--- src/rtl/ram_arb_pkg.sv ---
// Shared types and default geometry for the RAM access arbiter.
package ram_arb_pkg;

    localparam int DEF_ADDR_W = 8;
    localparam int DEF_DATA_W = 4;
    localparam int DEF_DEPTH  = 145;

    typedef enum logic [1:0] {
        ST_IDLE  = 2'd0,
        ST_BURST = 2'd1,
        ST_DRAIN = 2'd2
    } state_e;

    // Burst length clipped to the readable depth.
    function automatic int unsigned eff_len(input int unsigned len, input int unsigned depth);
        return (len < depth) ? len : depth;
    endfunction

endpackage

--- src/rtl/ram_access_arb_if.sv ---
// Bus bundle between the write requester, burst reader and RAM port of ram_access_arb.
interface ram_access_arb_if
    import ram_arb_pkg::*;
#(
    parameter int ADDR_W = DEF_ADDR_W,
    parameter int DATA_W = DEF_DATA_W
) ();

    logic              wr_req;
    logic [ADDR_W-1:0] wr_addr;
    logic [DATA_W-1:0] wr_data;
    logic              wr_gnt;

    logic              rd_start;
    logic [ADDR_W-1:0] rd_len;
    logic              rd_busy;
    logic              rd_valid;
    logic [DATA_W-1:0] rd_data;
    logic              rd_done;

    logic [ADDR_W-1:0] ram_address;
    logic [DATA_W-1:0] ram_data;
    logic              ram_wren;
    logic [DATA_W-1:0] ram_q;

    modport slave (
        input  wr_req, wr_addr, wr_data, rd_start, rd_len, ram_q,
        output wr_gnt, rd_busy, rd_valid, rd_data, rd_done,
               ram_address, ram_data, ram_wren
    );

    modport master (
        output wr_req, wr_addr, wr_data, rd_start, rd_len, ram_q,
        input  wr_gnt, rd_busy, rd_valid, rd_data, rd_done,
               ram_address, ram_data, ram_wren
    );

endinterface

--- src/rtl/ram_arb_rr.sv ---
// Two-way write/read grant. RAM_ARB_RR_EN selects alternating grant under
// contention; otherwise write always wins.
module ram_arb_rr
    import ram_arb_pkg::*;
(
`ifdef RAM_ARB_RR_EN
    input  logic clock,
    input  logic reset,
`endif
    input  logic wr_req_i,
    input  logic rd_req_i,
    output logic wr_gnt_o,
    output logic rd_gnt_o
);

`ifdef RAM_ARB_RR_EN
    logic rd_turn_q, rd_turn_d;
    logic contend;

    assign contend = wr_req_i & rd_req_i;

    // Cleared outside a burst so write takes the first contention of each burst.
    always_comb begin
        rd_turn_d = rd_turn_q;
        if (!rd_req_i) begin
            rd_turn_d = 1'b0;
        end else if (contend) begin
            rd_turn_d = ~rd_turn_q;
        end
    end

    always_ff @(posedge clock) begin
        if (reset) begin
            rd_turn_q <= 1'b0;
        end else begin
            rd_turn_q <= rd_turn_d;
        end
    end

    assign wr_gnt_o = wr_req_i & ~(contend & rd_turn_q);
    assign rd_gnt_o = rd_req_i & ~(contend & ~rd_turn_q);
`else
    assign wr_gnt_o = wr_req_i;
    assign rd_gnt_o = rd_req_i & ~wr_req_i;
`endif

endmodule

--- src/rtl/ram_access_arb.sv ---
// Shares one single-port RAM between a write requester and a sequential burst
// reader. Define RAM_ARB_RR_EN for alternating grant under contention.
module ram_access_arb
    import ram_arb_pkg::*;
#(
    parameter int ADDR_W = DEF_ADDR_W,
    parameter int DATA_W = DEF_DATA_W,
    parameter int DEPTH  = DEF_DEPTH
) (
    input  logic            clock,
    input  logic            reset,
    ram_access_arb_if.slave bus
);

    localparam int LEN_W = ADDR_W + 1;

    state_e            state_q, state_d;
    logic [ADDR_W-1:0] ptr_q, ptr_d;
    logic [LEN_W-1:0]  len_q, len_d;
    logic              drain_q, drain_d;
    logic [ADDR_W-1:0] addr_q, addr_d;
    logic [DATA_W-1:0] data_q, data_d;
    logic              wren_q, wren_d;
    logic              issue_q, issue_d;
    logic              valid_q;

    logic rd_req;
    logic arb_wr_gnt;
    logic arb_rd_gnt;
    logic wr_fire;

    assign rd_req = (state_q == ST_BURST);

    ram_arb_rr u_arb (
`ifdef RAM_ARB_RR_EN
        .clock    (clock),
        .reset    (reset),
`endif
        .wr_req_i (bus.wr_req),
        .rd_req_i (rd_req),
        .wr_gnt_o (arb_wr_gnt),
        .rd_gnt_o (arb_rd_gnt)
    );

    assign wr_fire = arb_wr_gnt & ~reset;

    always_comb begin
        state_d = state_q;
        ptr_d   = ptr_q;
        len_d   = len_q;
        drain_d = (state_q == ST_DRAIN) && !drain_q;
        addr_d  = addr_q;
        data_d  = data_q;
        wren_d  = 1'b0;
        issue_d = 1'b0;

        if (wr_fire) begin
            addr_d = bus.wr_addr;
            data_d = bus.wr_data;
            wren_d = 1'b1;
        end

        case (state_q)
            ST_IDLE: begin
                ptr_d = '0;
                if (bus.rd_start) begin
                    len_d   = LEN_W'(eff_len(32'(bus.rd_len), 32'(DEPTH)));
                    state_d = (bus.rd_len == '0) ? ST_DRAIN : ST_BURST;
                end
            end
            ST_BURST: begin
                if (arb_rd_gnt) begin
                    issue_d = 1'b1;
                    addr_d  = ptr_q;
                    ptr_d   = ptr_q + ADDR_W'(1);
                    if (({1'b0, ptr_q} + LEN_W'(1)) == len_q) begin
                        state_d = ST_DRAIN;
                    end
                end
            end
            ST_DRAIN: begin
                // Two cycles covering the RAM read latency of the last word.
                if (drain_q) begin
                    state_d = ST_IDLE;
                end
            end
            default: begin
                state_d = ST_IDLE;
            end
        endcase
    end

    always_ff @(posedge clock) begin
        if (reset) begin
            state_q <= ST_IDLE;
            ptr_q   <= '0;
            len_q   <= '0;
            drain_q <= 1'b0;
            addr_q  <= '0;
            data_q  <= '0;
            wren_q  <= 1'b0;
            issue_q <= 1'b0;
            valid_q <= 1'b0;
        end else begin
            state_q <= state_d;
            ptr_q   <= ptr_d;
            len_q   <= len_d;
            drain_q <= drain_d;
            addr_q  <= addr_d;
            data_q  <= data_d;
            wren_q  <= wren_d;
            issue_q <= issue_d;
            valid_q <= issue_q;
        end
    end

    assign bus.wr_gnt      = wr_fire;
    assign bus.rd_busy     = (state_q != ST_IDLE);
    assign bus.rd_valid    = valid_q;
    assign bus.rd_data     = valid_q ? bus.ram_q : '0;
    assign bus.rd_done     = (state_q == ST_DRAIN) && drain_q;
    assign bus.ram_address = addr_q;
    assign bus.ram_data    = data_q;
    assign bus.ram_wren    = wren_q;

endmodule

--- src/flat_wrapper.sv ---
// flat-port wrapper written by rule: the top's interface ports become plain ports
module ram_access_arb_flat import ram_arb_pkg::*;
#(
    parameter int ADDR_W = DEF_ADDR_W,
    parameter int DATA_W = DEF_DATA_W,
    parameter int DEPTH  = DEF_DEPTH
)
  (clock, reset, bus_wr_req, bus_wr_addr, bus_wr_data, bus_rd_start, bus_rd_len, bus_ram_q, bus_wr_gnt, bus_rd_busy, bus_rd_valid, bus_rd_data, bus_rd_done, bus_ram_address, bus_ram_data, bus_ram_wren);
  ram_access_arb_if #(.ADDR_W(ADDR_W), .DATA_W(DATA_W)) bus_i ();
  input  logic clock;
  input  logic reset;
  input wire logic [$bits(bus_i.wr_req)-1:0] bus_wr_req;
  input wire logic [$bits(bus_i.wr_addr)-1:0] bus_wr_addr;
  input wire logic [$bits(bus_i.wr_data)-1:0] bus_wr_data;
  input wire logic [$bits(bus_i.rd_start)-1:0] bus_rd_start;
  input wire logic [$bits(bus_i.rd_len)-1:0] bus_rd_len;
  input wire logic [$bits(bus_i.ram_q)-1:0] bus_ram_q;
  output wire logic [$bits(bus_i.wr_gnt)-1:0] bus_wr_gnt;
  output wire logic [$bits(bus_i.rd_busy)-1:0] bus_rd_busy;
  output wire logic [$bits(bus_i.rd_valid)-1:0] bus_rd_valid;
  output wire logic [$bits(bus_i.rd_data)-1:0] bus_rd_data;
  output wire logic [$bits(bus_i.rd_done)-1:0] bus_rd_done;
  output wire logic [$bits(bus_i.ram_address)-1:0] bus_ram_address;
  output wire logic [$bits(bus_i.ram_data)-1:0] bus_ram_data;
  output wire logic [$bits(bus_i.ram_wren)-1:0] bus_ram_wren;
  assign bus_i.wr_req = bus_wr_req;
  assign bus_i.wr_addr = bus_wr_addr;
  assign bus_i.wr_data = bus_wr_data;
  assign bus_i.rd_start = bus_rd_start;
  assign bus_i.rd_len = bus_rd_len;
  assign bus_i.ram_q = bus_ram_q;
  assign bus_wr_gnt = bus_i.wr_gnt;
  assign bus_rd_busy = bus_i.rd_busy;
  assign bus_rd_valid = bus_i.rd_valid;
  assign bus_rd_data = bus_i.rd_data;
  assign bus_rd_done = bus_i.rd_done;
  assign bus_ram_address = bus_i.ram_address;
  assign bus_ram_data = bus_i.ram_data;
  assign bus_ram_wren = bus_i.ram_wren;
  ram_access_arb #(.ADDR_W(ADDR_W), .DATA_W(DATA_W), .DEPTH(DEPTH)) u_core (.clock(clock), .reset(reset), .bus(bus_i));
endmodule
--- config.mk ---
export PLATFORM = sky130hd
export DESIGN_NAME = ram_access_arb_flat
export DESIGN_NICKNAME = d
export VERILOG_FILES = /design/src/rtl/ram_arb_pkg.sv /design/src/rtl/ram_access_arb_if.sv /design/src/rtl/ram_arb_rr.sv /design/src/rtl/ram_access_arb.sv /design/src/flat_wrapper.sv
export SDC_FILE = /design/constraint.sdc
export NUM_CORES = 1
export LEC_CHECK = 0
export BUFFER_PORTS_ARGS = -buffer_cell sky130_fd_sc_hd__buf_4
export CORE_ASPECT_RATIO = 2
export CORE_MARGIN = 5
export CORE_UTILIZATION = 41
export DETAILED_ROUTE_END_ITERATION = 8
export PLACE_DENSITY = 0.66
export SKIP_LAST_GASP = 1
export SLEW_MARGIN = 10
export SYNTH_ARGS = -nofsm -noshare
export SYNTH_HDL_FRONTEND = slang
export SYNTH_SLANG_ARGS = --single-unit
export TNS_END_PERCENT = 100
--- constraint.sdc ---
create_clock -name clock -period 4.9 [get_ports clock]
set_clock_uncertainty 0.2 [all_clocks]
set_input_delay 0.49 -clock clock [delete_from_list [all_inputs] [get_ports clock]]
set_output_delay 0.49 -clock clock [all_outputs]
set_load 0.01 [all_outputs]
==> impl_metrics.csv <==
group,metric,value,unit
logic_synthesis,synthTopCellsByCount,"nor2_1, dfxtp_1, a21oi_1, nand2_1",
placement,dp_hpwl,3090,um
logic_synthesis,yosys_register_bits,34,
die,die_width,54.8,um
logic_synthesis,syn_nets,223,
pwr,p_int,459,uW
die,design.portCount,49,
timing,hold_violations,0,
timing,grt_setup_unrepaired,"no",
hold_path,hold_class,"in -> reg",
worst_setup_path,cp_slowest_cell,"dfxtp_1",
logic_synthesis,yosysTopAreaCell,"dfxtp_1",
logic_synthesis,synth.distinct_cells,42,
pwr,power_frac_clock,33.8,%
finish,n_antenna_cell,0,
global_route,grt_max_degree,31,
clock_tree,clkSinkCount,34,
finish,layoutNonFillerInstCount,289,
worst_setup_path,cp-start-kind,"flip-flop",
logic_synthesis,ys.flop_type,"dfxtp_1",
pwr,p_leak,0.000922,uW
finish,drive_above_1_share,26.1,%
route,wirelength,4030,um
finish,multi_input_area,891,um^2
placement,dp.cells,281,
route,drc,0,
clock_tree,cts_tree,"yes",
worst_setup_path,crit_arrival,2.13,ns
placement,io_buffers,48,
clock_tree,insertion_delay,0.28,ns
worst_setup_path,reg2reg_from,"u_core.ptr_q[0]$_SDFFE_PP0P_",
pwr,powerDensity,294,mW/mm^2
logic_synthesis,synth.most_common_cell,"nor2_1",
finish,seqCellArea,681,um^2
timing,max-slew-margin-rel,60.8,%
run,cap_violations,0,
route,drt_first_pass_iters,4,
clock_tree,clockBufferDepth,2,
finish,nets,266,
timing,setup-tns-final,0,ns
logic_synthesis,avgSynthCellArea,8.49,um^2
logic_synthesis,synth.yosys.seq_area_share,41.3,%
global_route,grt_first_pass_wirelength,6520,um
global_route,antenna_found_initial,0,
worst_setup_path,cp_max_fo,7,
timing,min_period_over_period,44.8,%
die,dieArea,0.00546,mm^2
pwr,vdd_ir_drop_max,0.232,mV
worst_setup_path,crit_required,4.83,ns
clock_tree,htree_num_levels,2,
global_route,grt_pass1_vias,1433,
worst_setup_path,max_stage_delay,0.50,ns
clock_tree,cts_resized,0,
global_route,grt_overflow,0,
run_status,outcome,"complete, no violations",
route,ant_nets,0,
worst_setup_path,end_kind,"flip-flop",
route,via_per_inst,5.17,
hold_path,hp-start,"bus_wr_addr[0]",
timing,slew_violations,0,
logic_synthesis,synth_warnings,0,
global_route,track_usage,16.2,%
clock_tree,cts_setup_buffers,0,
die,coreArea,0.00388,mm^2
timing,setup-violations-final,0,
logic_synthesis,synth_edf_count,0,
timing,tightest_slew,0.588,ns
logic_synthesis,synth_top_cell_area_share,41.3,%
die,num_rows,32,
finish,final_util,54.2,%
pwr,p_comb_share,17.5,%
die,die_y,99.6,um
route,drtIter0Drc,22,
clock_tree,cts_root_buf,"clkbuf_8",
timing,fmax,455,MHz
pwr,switching_power,161,uW
die,start_util,42.4,%
clock_tree,cts-buffers-inserted,5,
finish,syn_to_final_growth,27.9,%
pwr,swShare,26.0,%
route,vias,1494,
route,routedWlPerCell,13.9,um
clock_tree,clk_pin_slew,0.06,ns
logic_synthesis,async_reset_ff_share,0,%
worst_setup_path,crit_chain,"ha_1 > nand3_2 > xnor2_1 > nand3_1 > nor4_2 > a221oi_1",
finish,fillCellCount,400,
pwr,seq_power_share,48.7,%
logic_synthesis,synthesis.area,0.00165,mm^2
clock_tree,hold_buffers,0,
logic_synthesis,synth_cells,194,
logic_synthesis,synthTopCellsByArea,"dfxtp_1, nor2_1, mux2i_1",
timing,min_period,2.20,ns
worst_setup_path,critical_path_class,"reg -> reg",
placement,gp_congestion,0.838,
worst_setup_path,crit_path_start,"u_core.ptr_q[0]$_SDFFE_PP0P_",
[state kept, by name, indices dropped and copies added (netlist names)]
signal	count
u_core.bus.ram_address	8
u_core.len_q	8
u_core.ptr_q	8
u_core.bus.ram_data	4
u_core.state_q	2
u_core.bus.ram_wren	1
u_core.bus.rd_valid	1
u_core.drain_q	1
u_core.issue_q	1
[final cells by class]
type                    instances  share of cell area [%]
well taps                      51                    3.03
repair buffers                 48                    17.1
clock inverters                 1                   0.238
clock buffers                   7                    4.10
inverters                       5                   0.891
multi-input cells             143                    42.3
flip-flops and latches         34                    32.3
[metrics by stage]
stage | total power (uW) | hold slack (ns) | setup WS [ns] | area [um^2]
after floorplan | 377 | 0.198 | 3.05 | 1650
after global placement | 417 | 0.218 | 2.71 | 2010
after detailed placement | 418 | 0.229 | 2.70 | 2010
after CTS | 627 | 0.231 | 2.67 | 2110
after global routing | 651 | 0.250 | 2.56 | 2110
final | 620 | 0.235 | 2.70 | 2110
[critical path, delay by kind of cell, from the launching register on]
| family | cells | cell delay [ns] |
|---|---|---|
| AOI/OAI and AO/OA | 1 | 0.13 |
| DFF | 1 | 0.50 |
| xor gates and xnor gates | 1 | 0.21 |
| and+or+nand+nor | 3 | 0.68 |
| adders and majority gates | 1 | 0.32 |
[path summary, 6_finish.rpt]
path / to / depth (start not counted) / slack [ns]
max: u_core.state_q[0]$_SDFFE_PP0P_ / 6 / 2.70
min: u_core.bus.ram_address[0]$_SDFF_PP0_ / 3 / 0.24
max reg2reg: u_core.state_q[0]$_SDFFE_PP0P_ / 6 / 2.70
min reg2reg: u_core.bus.rd_valid$_SDFF_PP0_ / 1 / 0.24
[cells in the final DEF (no fill, tap or decap), types with 2 or more instances in the layout]
cell,count
nor4_1,2
o21ai_0,8
nand2_1,13
xor2_1,2
mux2i_1,12
nand3_1,2
nor2b_1,3
a22oi_1,4
a21oi_1,13
nor2_4,2
nand3_2,2
a21o_1,2
clkbuf_8,6
inv_1,4
buf_4,48
nand2b_1,2
nor3_1,2
a211oi_1,2
nand3b_1,2
o31ai_1,2
dfxtp_1,34
nor2_1,35
xnor2_1,12
and2_1,6
[cell families after synthesis]
family / Yosys count / synth area share (%)
adder cells (fa/ha/maj): 1 / 0.760
flip-flops: 34 / 41.3
XOR/XNOR: 14 / 7.45
AND/OR/NAND/NOR: 75 / 22.6
multiplexers: 12 / 7.30
buffers and inverters: 17 / 4.56
AO/OA/AOI/OAI: 41 / 16.0
[per-layer routing]
| metal | part of all wire, % | wire, um | vias up | GRT usage [%] |
|---|---|---|---|---|
| met2 | 55 | 2210 | 39 | 28.3 |
| met1 | 36 | 1470 | 690 | 16.2 |
| met5 | 0 | 0 | - | 0 |
| met4 | 3.8 | 153 | 0 | 9.40 |
| li1 | - | - | 750 | - |
| met3 | 5.0 | 201 | 15 | 3.90 |
[power groups by stage]
stage                     sequential (uW)  clock [uW]  combinational [uW]
after floorplan                       306           0                70.1
after global placement                308           0                 109
after detailed placement              308           0                 110
after CTS                             302         215                 110
after global routing                  304         227                 120
final                                 302         210                 108
(Power assumes the default switching activity.)
